`src/rtl/blink_sequencer.sv`:
```
// LED pattern sequencer: steps a selectable pattern once per rising edge of an
// asynchronous slow clock, for a fixed number of passes, then pulses done.
module blink_sequencer #(
  parameter int LED_W  = 4,
  parameter int PASSES = 2
) (
  input  logic             clkin,
  input  logic             rstn,
  input  logic             slow_clk,
  input  logic             start,
  input  logic             stop,
  input  logic [1:0]       mode,
  output logic [LED_W-1:0] led,
  output logic             busy,
  output logic             done
);

  localparam int SW = LED_W;
  localparam logic [SW-1:0] STEP_ONE  = SW'(1);
  localparam logic [7:0]    PASS_LAST = 8'(PASSES - 1);

  typedef enum logic [1:0] {
    S_IDLE = 2'd0,
    S_RUN  = 2'd1,
    S_DONE = 2'd2
  } state_t;

  state_t            r_state, w_state_nxt;
  logic [SW-1:0]     r_step, w_step_nxt;
  logic [7:0]        r_pass, w_pass_nxt;
  logic [1:0]        r_mode, w_mode_nxt;
  logic [LED_W-1:0]  r_led, w_led_nxt;
  logic              r_busy, w_busy_nxt;
  logic              r_done, w_done_nxt;
  logic              r_s1, r_s2, r_s3;
  logic              r_sync_valid, r_armed;
  logic              w_tick;

  function automatic logic [LED_W-1:0] f_pattern(input logic [1:0] m, input logic [SW-1:0] k);
    logic [LED_W-1:0] one;
    logic [LED_W-1:0] p;
    one = {{(LED_W-1){1'b0}}, 1'b1};
    case (m)
      2'd0:    p = (k == {SW{1'b0}}) ? {LED_W{1'b1}} : {LED_W{1'b0}};
      2'd1:    p = one << k;
      2'd2:    p = (k < SW'(LED_W)) ? (one << k) : (one << (SW'(2*LED_W-2) - k));
      2'd3:    p = k;
      default: p = {LED_W{1'b0}};
    endcase
    return p;
  endfunction

  function automatic logic [SW-1:0] f_last_step(input logic [1:0] m);
    logic [SW-1:0] l;
    case (m)
      2'd0:    l = SW'(1);
      2'd1:    l = SW'(LED_W - 1);
      2'd2:    l = SW'(2*LED_W - 3);
      2'd3:    l = {SW{1'b1}};
      default: l = SW'(1);
    endcase
    return l;
  endfunction

  // Synchroniser plus history flop; arming needs a real low sample after reset
  // so a slow_clk that is already high cannot produce a tick.
  always_ff @(posedge clkin) begin
    if (!rstn) begin
      r_s1         <= 1'b0;
      r_s2         <= 1'b0;
      r_s3         <= 1'b0;
      r_sync_valid <= 1'b0;
      r_armed      <= 1'b0;
    end else begin
      r_s1         <= slow_clk;
      r_s2         <= r_s1;
      r_s3         <= r_s2;
      r_sync_valid <= 1'b1;
      r_armed      <= r_armed | (r_sync_valid & ~r_s1);
    end
  end

  assign w_tick = r_s2 & ~r_s3 & r_armed;

  // Next-state and next-output logic.
  always_comb begin
    w_state_nxt = r_state;
    w_step_nxt  = r_step;
    w_pass_nxt  = r_pass;
    w_mode_nxt  = r_mode;
    w_led_nxt   = r_led;
    w_busy_nxt  = r_busy;
    w_done_nxt  = 1'b0;
    case (r_state)
      S_IDLE: begin
        w_led_nxt  = {LED_W{1'b0}};
        w_busy_nxt = 1'b0;
        if (start && !stop) begin
          w_state_nxt = S_RUN;
          w_mode_nxt  = mode;
          w_step_nxt  = {SW{1'b0}};
          w_pass_nxt  = 8'd0;
          w_led_nxt   = f_pattern(mode, {SW{1'b0}});
          w_busy_nxt  = 1'b1;
        end else begin
          w_state_nxt = S_IDLE;
        end
      end
      S_RUN: begin
        if (stop) begin
          w_state_nxt = S_IDLE;
          w_step_nxt  = {SW{1'b0}};
          w_pass_nxt  = 8'd0;
          w_led_nxt   = {LED_W{1'b0}};
          w_busy_nxt  = 1'b0;
        end else if (w_tick) begin
          if (r_step == f_last_step(r_mode)) begin
            w_step_nxt = {SW{1'b0}};
            if (r_pass == PASS_LAST) begin
              w_state_nxt = S_DONE;
              w_pass_nxt  = 8'd0;
              w_led_nxt   = {LED_W{1'b0}};
              w_busy_nxt  = 1'b0;
              w_done_nxt  = 1'b1;
            end else begin
              w_pass_nxt = r_pass + 8'd1;
              w_led_nxt  = f_pattern(r_mode, {SW{1'b0}});
            end
          end else begin
            w_step_nxt = r_step + STEP_ONE;
            w_led_nxt  = f_pattern(r_mode, r_step + STEP_ONE);
          end
        end else begin
          w_state_nxt = S_RUN;
        end
      end
      S_DONE: begin
        w_state_nxt = S_IDLE;
        w_led_nxt   = {LED_W{1'b0}};
        w_busy_nxt  = 1'b0;
      end
      default: begin
        w_state_nxt = S_IDLE;
        w_step_nxt  = {SW{1'b0}};
        w_pass_nxt  = 8'd0;
        w_led_nxt   = {LED_W{1'b0}};
        w_busy_nxt  = 1'b0;
      end
    endcase
  end

  // State and registered outputs.
  always_ff @(posedge clkin) begin
    if (!rstn) begin
      r_state <= S_IDLE;
      r_step  <= {SW{1'b0}};
      r_pass  <= 8'd0;
      r_mode  <= 2'd0;
      r_led   <= {LED_W{1'b0}};
      r_busy  <= 1'b0;
      r_done  <= 1'b0;
    end else begin
      r_state <= w_state_nxt;
      r_step  <= w_step_nxt;
      r_pass  <= w_pass_nxt;
      r_mode  <= w_mode_nxt;
      r_led   <= w_led_nxt;
      r_busy  <= w_busy_nxt;
      r_done  <= w_done_nxt;
    end
  end

  assign led  = r_led;
  assign busy = r_busy;
  assign done = r_done;

endmodule

```
`config.mk`:
```
export PLATFORM = sky130hd
export DESIGN_NAME = blink_sequencer
export DESIGN_NICKNAME = d
export VERILOG_FILES = /design/src/rtl/blink_sequencer.sv
export SDC_FILE = /design/constraint.sdc
export NUM_CORES = 1
export LEC_CHECK = 0
export ABC_AREA = 0
export CAP_MARGIN = 15
export CORE_MARGIN = 3
export CORE_UTILIZATION = 35
export CTS_CLUSTER_DIAMETER = 30
export DETAILED_ROUTE_END_ITERATION = 16
export GPL_ROUTABILITY_DRIVEN = 1
export SYNTH_ARGS = -nofsm -noshare
export SYNTH_HDL_FRONTEND = slang
export SYNTH_SLANG_ARGS = --single-unit
```
`constraint.sdc`:
```
create_clock -name clkin -period 2 [get_ports clkin]
set_input_delay 0.4 -clock clkin [delete_from_list [all_inputs] [get_ports clkin]]
set_output_delay 0.4 -clock clkin [all_outputs]
set_load 0.01 [all_outputs]
```
**Yosys cells after proc, flatten, opt, wreduce, memory -nomap -nowiden**

Index checks and enable logic that the tools add are counted.
W data, S select, Z words.

- Add/subtract/negate cells: 3
- Multipliers: 0
- Divide/modulo/power cells: 0
- $lt $le $gt $ge: 1
- Eq/ne operators: 16
- Shift-type cells: 2
- Mux-type cells: 40
- Bitwise operators: 11
- Reduce and logical (&&, ||, !) cells: 14

Operator list:

| operator | number |
|---|---|
| $mux W4 | 14 |
| $mux W8 | 5 |
| $pmux W4 S3 | 3 |
| $pmux W4 S4 | 2 |
| $pmux W8 S3 | 1 |
| $eq A2 B2 Y1 const B | 5 |
| $ne A3 B3 Y1 const B | 3 |
| $add A8 B1 Y8 const B | 1 |
| $eq A8 B1 Y1 const B | 1 |
| $mux W1 | 8 |
| $mux W2 | 4 |
| $ne A4 B4 Y1 const B | 2 |
| $pmux W4 S2 | 1 |
| $shl A1 B4 Y4 const A | 2 |
| $not A1 Y1 | 7 |
| $eq A2 B1 Y1 const B | 3 |
| $logic_not A2 Y1 | 3 |
| $reduce_and A3 Y1 | 2 |
| $reduce_or A5 Y1 | 1 |
| $add A4 B1 Y4 const B | 1 |
| $eq A4 B4 Y1 | 1 |
| $logic_not A4 Y1 | 1 |
| $lt A4 B3 Y1 const B | 1 |
| $pmux W2 S2 | 1 |
| 10 further kinds | 14 |

- Register bits after elaboration: 27
- Bits in latches: 0
- RAM bits: 0
- Bits in read-only memories: 0
- Bits of input ports: 7
- Output and inout bits: 6
- Word-level logic and storage cells: 99
- Memories: 0

**Depth between registers and ports, before layout**

- Depth after elaboration: 11
- Gate-level depth with buffers: 8
- Mapped depth without buffers: 7

**Worst setup path after synthesis**

OpenSTA, ideal clock, no wires.

- Path type: flip-flop to flip-flop
- Start point: register r_step[0]
- End point: register r_led[2] (netlist: led[2])
- Setup time: 0.136 ns
- Data arrival time: 1.957 ns
- Required time: 1.864 ns
- Slack: -0.093 ns
- Stages on the path, launching flop included: 9
- Buffers on the path: 1
- Clock period less this slack: 2.093 ns
- Path through: dfxtp_1 inv_1 ha_1 clkbuf_1 nand4b_1 o32ai_1 a31o_2 a2111oi_0 a211oi_1

- Cells in the longest elaborated chain, start to end: 9
- Elaborated cells on any way between the ends: 14
- Those cells by class: add/sub (2); order compare (1); eq/ne (1); shift (2); mux (7); reduce/logical (1)

Ends and longest elaborated chain:

| what | RTL line | RTL |
|---|---|---|
| from (decl) | 29 | `logic [SW-1:0] r_step, w_step_nxt;` |
| from (signal assigned) | 156 | `r_step <= {SW{1'b0}};` |
| from (signal assigned) | 164 | `r_step <= w_step_nxt;` |
| $add A4 B1 Y4 | 131 | `w_led_nxt = f_pattern(r_mode, r_step + STEP_ONE);` |
| $sub A3 B4 Y4 | 46 | `2'd2: p = (k < SW'(LED_W)) ? (one << k) : (one << (SW'(2*LED_W-2) - k));` |
| $shl A1 B4 Y4 | 46 |  |
| $mux W4 | 46 |  |
| $pmux W4 S4 | 43 | `case (m)` |
| $mux W4 * | 117 | `if (r_step == f_last_step(r_mode)) begin` |
| $mux W4 * | 116 | `end else if (w_tick) begin` |
| $mux W4 * | 110 | `if (stop) begin` |
| $pmux W4 S2 * | 94 | `case (r_state)` |
| to (signal assigned) | 159 | `r_led <= {LED_W{1'b0}};` |
| to (signal assigned) | 167 | `r_led <= w_led_nxt;` |
| to (decl) | 32 | `logic [LED_W-1:0] r_led, w_led_nxt;` |

Every way passes the cells marked *; elsewhere a longest branch is shown, timed or not. The select of a mux whose other input is x is not followed.
A chain may end at the register's enable or synchronous reset.

**Worst setup path in the final report**

- Start point: register r_step[1]
- End point: register r_led[2] (netlist: led[2])

Same word-level chain as after synthesis.

==> results.toml <==
[floorplanning]
ios = 13
dieArea_mm2 = 0.005750
start_util = 0.3764
die_y_um = 75.83
row_count = 24
core_area_mm2 = 0.004534
die_w_um = 75.83

[placement]
dp.cells = 304
port_buffers = 12
gp_congestion = 0.8406
place_hpwl_um = 3136
post-place-ws_ps = -179.3

[timing]
min_period_ps = 1942
setup_tns_ps = 0
max_slew_margin = 0.6462
hold_violations = 0
setup_viol = 0
fmax_mhz = 514.9
worst_slew_pin_slew_ps = 525.8
slew_violations = 0
skew_ps = 6.381
holdWs_ps = 471.8
period_share = 0.9711
fin_ws_ps = 57.88

[layout]
diodes = 0
syn2layout_area_growth_pct = 30.35
fin_nets = 256
n_fill_cell = 428
final_layout_size_suffix_gt1_frac = 0.2428
fin_cells = 308

[yosys]
yosysWarningCount = 0
syn_area_mm2 = 0.001707
synth-edff-count = 0
ys_ff_latch = 27
postSynthCellCount = 205
async_flop_share = 0
synth_nets = 217
avgSynthCellArea_um2 = 8.325
ys_seq_area_frac = 0.3167
synth_ff_type = "dfxtp_1"
ys_types = 54

[grt]
overflow = 0
grt.total_usage = 0.1549
grt_pass1_vias = 1493
antenna_found_initial = 0
grt_pass1_wl_um = 7024
grt_start_max_net_pins = 16

[clock_network]
cts_tree = "built"
clock_latency_ps = 270
cts_root_buffer = "clkbuf_8"
cts_sinks = 27
clkTransAtPathRegs_ps = 90
clock_path_buffers = 2
numCtsBuffers = 3
cts_setup_buffers = 0
htree_levels = 1

[worst_setup_path]
max_stage_delay_ps = 370
crit_chain = "buf_4 > ha_2 > nand4b_1 > o32ai_2 > a31o_2 > a2111oi_0 > a211oi_1"
worstSetupPathType = "reg2reg"
worst_ep_required_time_ps = 2160
crit_slowest_cell = "a2111oi_0"
startpoint_type = "register"
arrival_ps = 2100
path_max_fanout = 5
end_kind = "register"

[route]
post_drt_wl_per_cell_um = 13.54
drtPass1Iterations = 4
drt-initial-drc-count = 128
antenna_left = 0
drt_wl_total_um = 4169
dr_total_vias = 1659
via_per_inst = 5.386
route.detailed.drc = 0

[power_and_ir_drop]
leakage_nw = 0.8886
power_density_mw_per_mm2 = 474.3
ir_drop_mv = 0.4332

[run_status]
outcome = "finished clean"

[worst_hold_path]
hold_path_class = "reg2reg"

[run]
cap_violations = 0
-- timing repair --
item / CTS / global route
resized for setup: 0 / 13
setup endpoints to repair: 0 / 10
hold buffers: 0 / 0
-- worst paths after layout --
kind / cells past startpoint / from / slack [ps] / to
setup / recovery: 7 / r_step[1] / 60 / led[2]
hold / removal: 1 / r_s1 / 470 / r_s2
hold reg to reg: 1 / r_s1 / 470 / r_s2
setup reg to reg: 7 / r_step[1] / 60 / led[2]
-- cells in the mapped netlist, drive strengths merged, types with 6 or more instances --
cell / count / area share
nand3: 7 / 0.021
dfxtp: 27 / 0.32
clkbuf: 11 / 0.024
or3: 7 / 0.029
inv: 8 / 0.018
a21oi: 9 / 0.026
nand2: 13 / 0.029
nor3: 6 / 0.018
nor2: 12 / 0.026
o21ai: 14 / 0.043
nor2b: 6 / 0.022
a21boi: 6 / 0.026
-- layout by cell type, fill, tap and decap left out, types with 3 or more instances in the layout --
cell type,n
buf_4,35
clkdlybuf4s50_1,12
nor2_1,12
or3_1,6
ha_1,4
and3_1,5
a21boi_0,6
a21o_1,4
xor2_1,5
clkbuf_8,3
a31oi_1,4
nor2b_1,6
nand2_1,13
nor3b_1,3
o21ai_0,13
a211oi_1,3
dfxtp_1,26
nand3_1,7
and2_1,5
nor3_1,6
inv_1,8
a21oi_1,9
nand4_1,3
-- area by class of cell --
type                    count  area (µm²)  share of cell area
multi-input cells         157        1142              0.5135
clock inverters             1       5.005            0.002250
flip-flops and latches     27       541.8              0.2435
clock buffers               3       41.29             0.01856
well taps                  65       81.33             0.03656
inverters                   8       30.03             0.01350
repair buffers             47       382.9              0.1721
-- through the flow --
stage | cell area [µm²] | utilization | power, mW
2_1_floorplan | 1708 | - | 0.6707
3_3_place_gp | 2107 | 0.4647 | 0.7441
3_5_place_dp | 2107 | 0.4647 | 0.7456
4_1_cts | 2153 | 0.4749 | 1.059
5_1_grt | 2225 | 0.4906 | 1.111
6_report | 2225 | 0.4906 | 1.055
-- metal layers --
metal  wire [µm]  global-route usage  vias up
met5           0                   0        -
li1            -                   -      842
met3         122             0.03298        2
met2        1981              0.2414       27
met1        2051              0.2240      788
met4          13             0.02136        0
-- power by group --
group	leakage (nW)	internal, mW	switching, mW
Clock	0.0255	0.140	0.170
Combinational	0.643	0.0904	0.0907
Sequential	0.220	0.553	0.0112
Total	0.889	0.783	0.272
-- kinds of logic after synthesis --
logic type | after synthesis | synth area share
buffers and inverters | 21 | 0.05499
adder cells (fa/ha/maj) | 5 | 0.03666
flip-flops | 27 | 0.3167
AO/OA/AOI/OAI | 64 | 0.2735
XOR/XNOR | 6 | 0.03079
AND/OR/NAND/NOR | 82 | 0.2874
-- flip-flops by register name (all words and copies together) (netlist names), 2 cells and up --
| register | cells |
|---|---|
| r_pass | 8 |
| led | 4 |
| r_step | 4 |
| r_mode | 2 |
| r_state | 2 |
-- critical path, delay by kind of cell (launching register included) --
kind	cells	cell delay [ps]
buf+inv	1	150
flops	1	330
simple gates	1	130
fa+ha+maj	1	360
compound gates	4	850
Power figures use the tool's default switching activity.
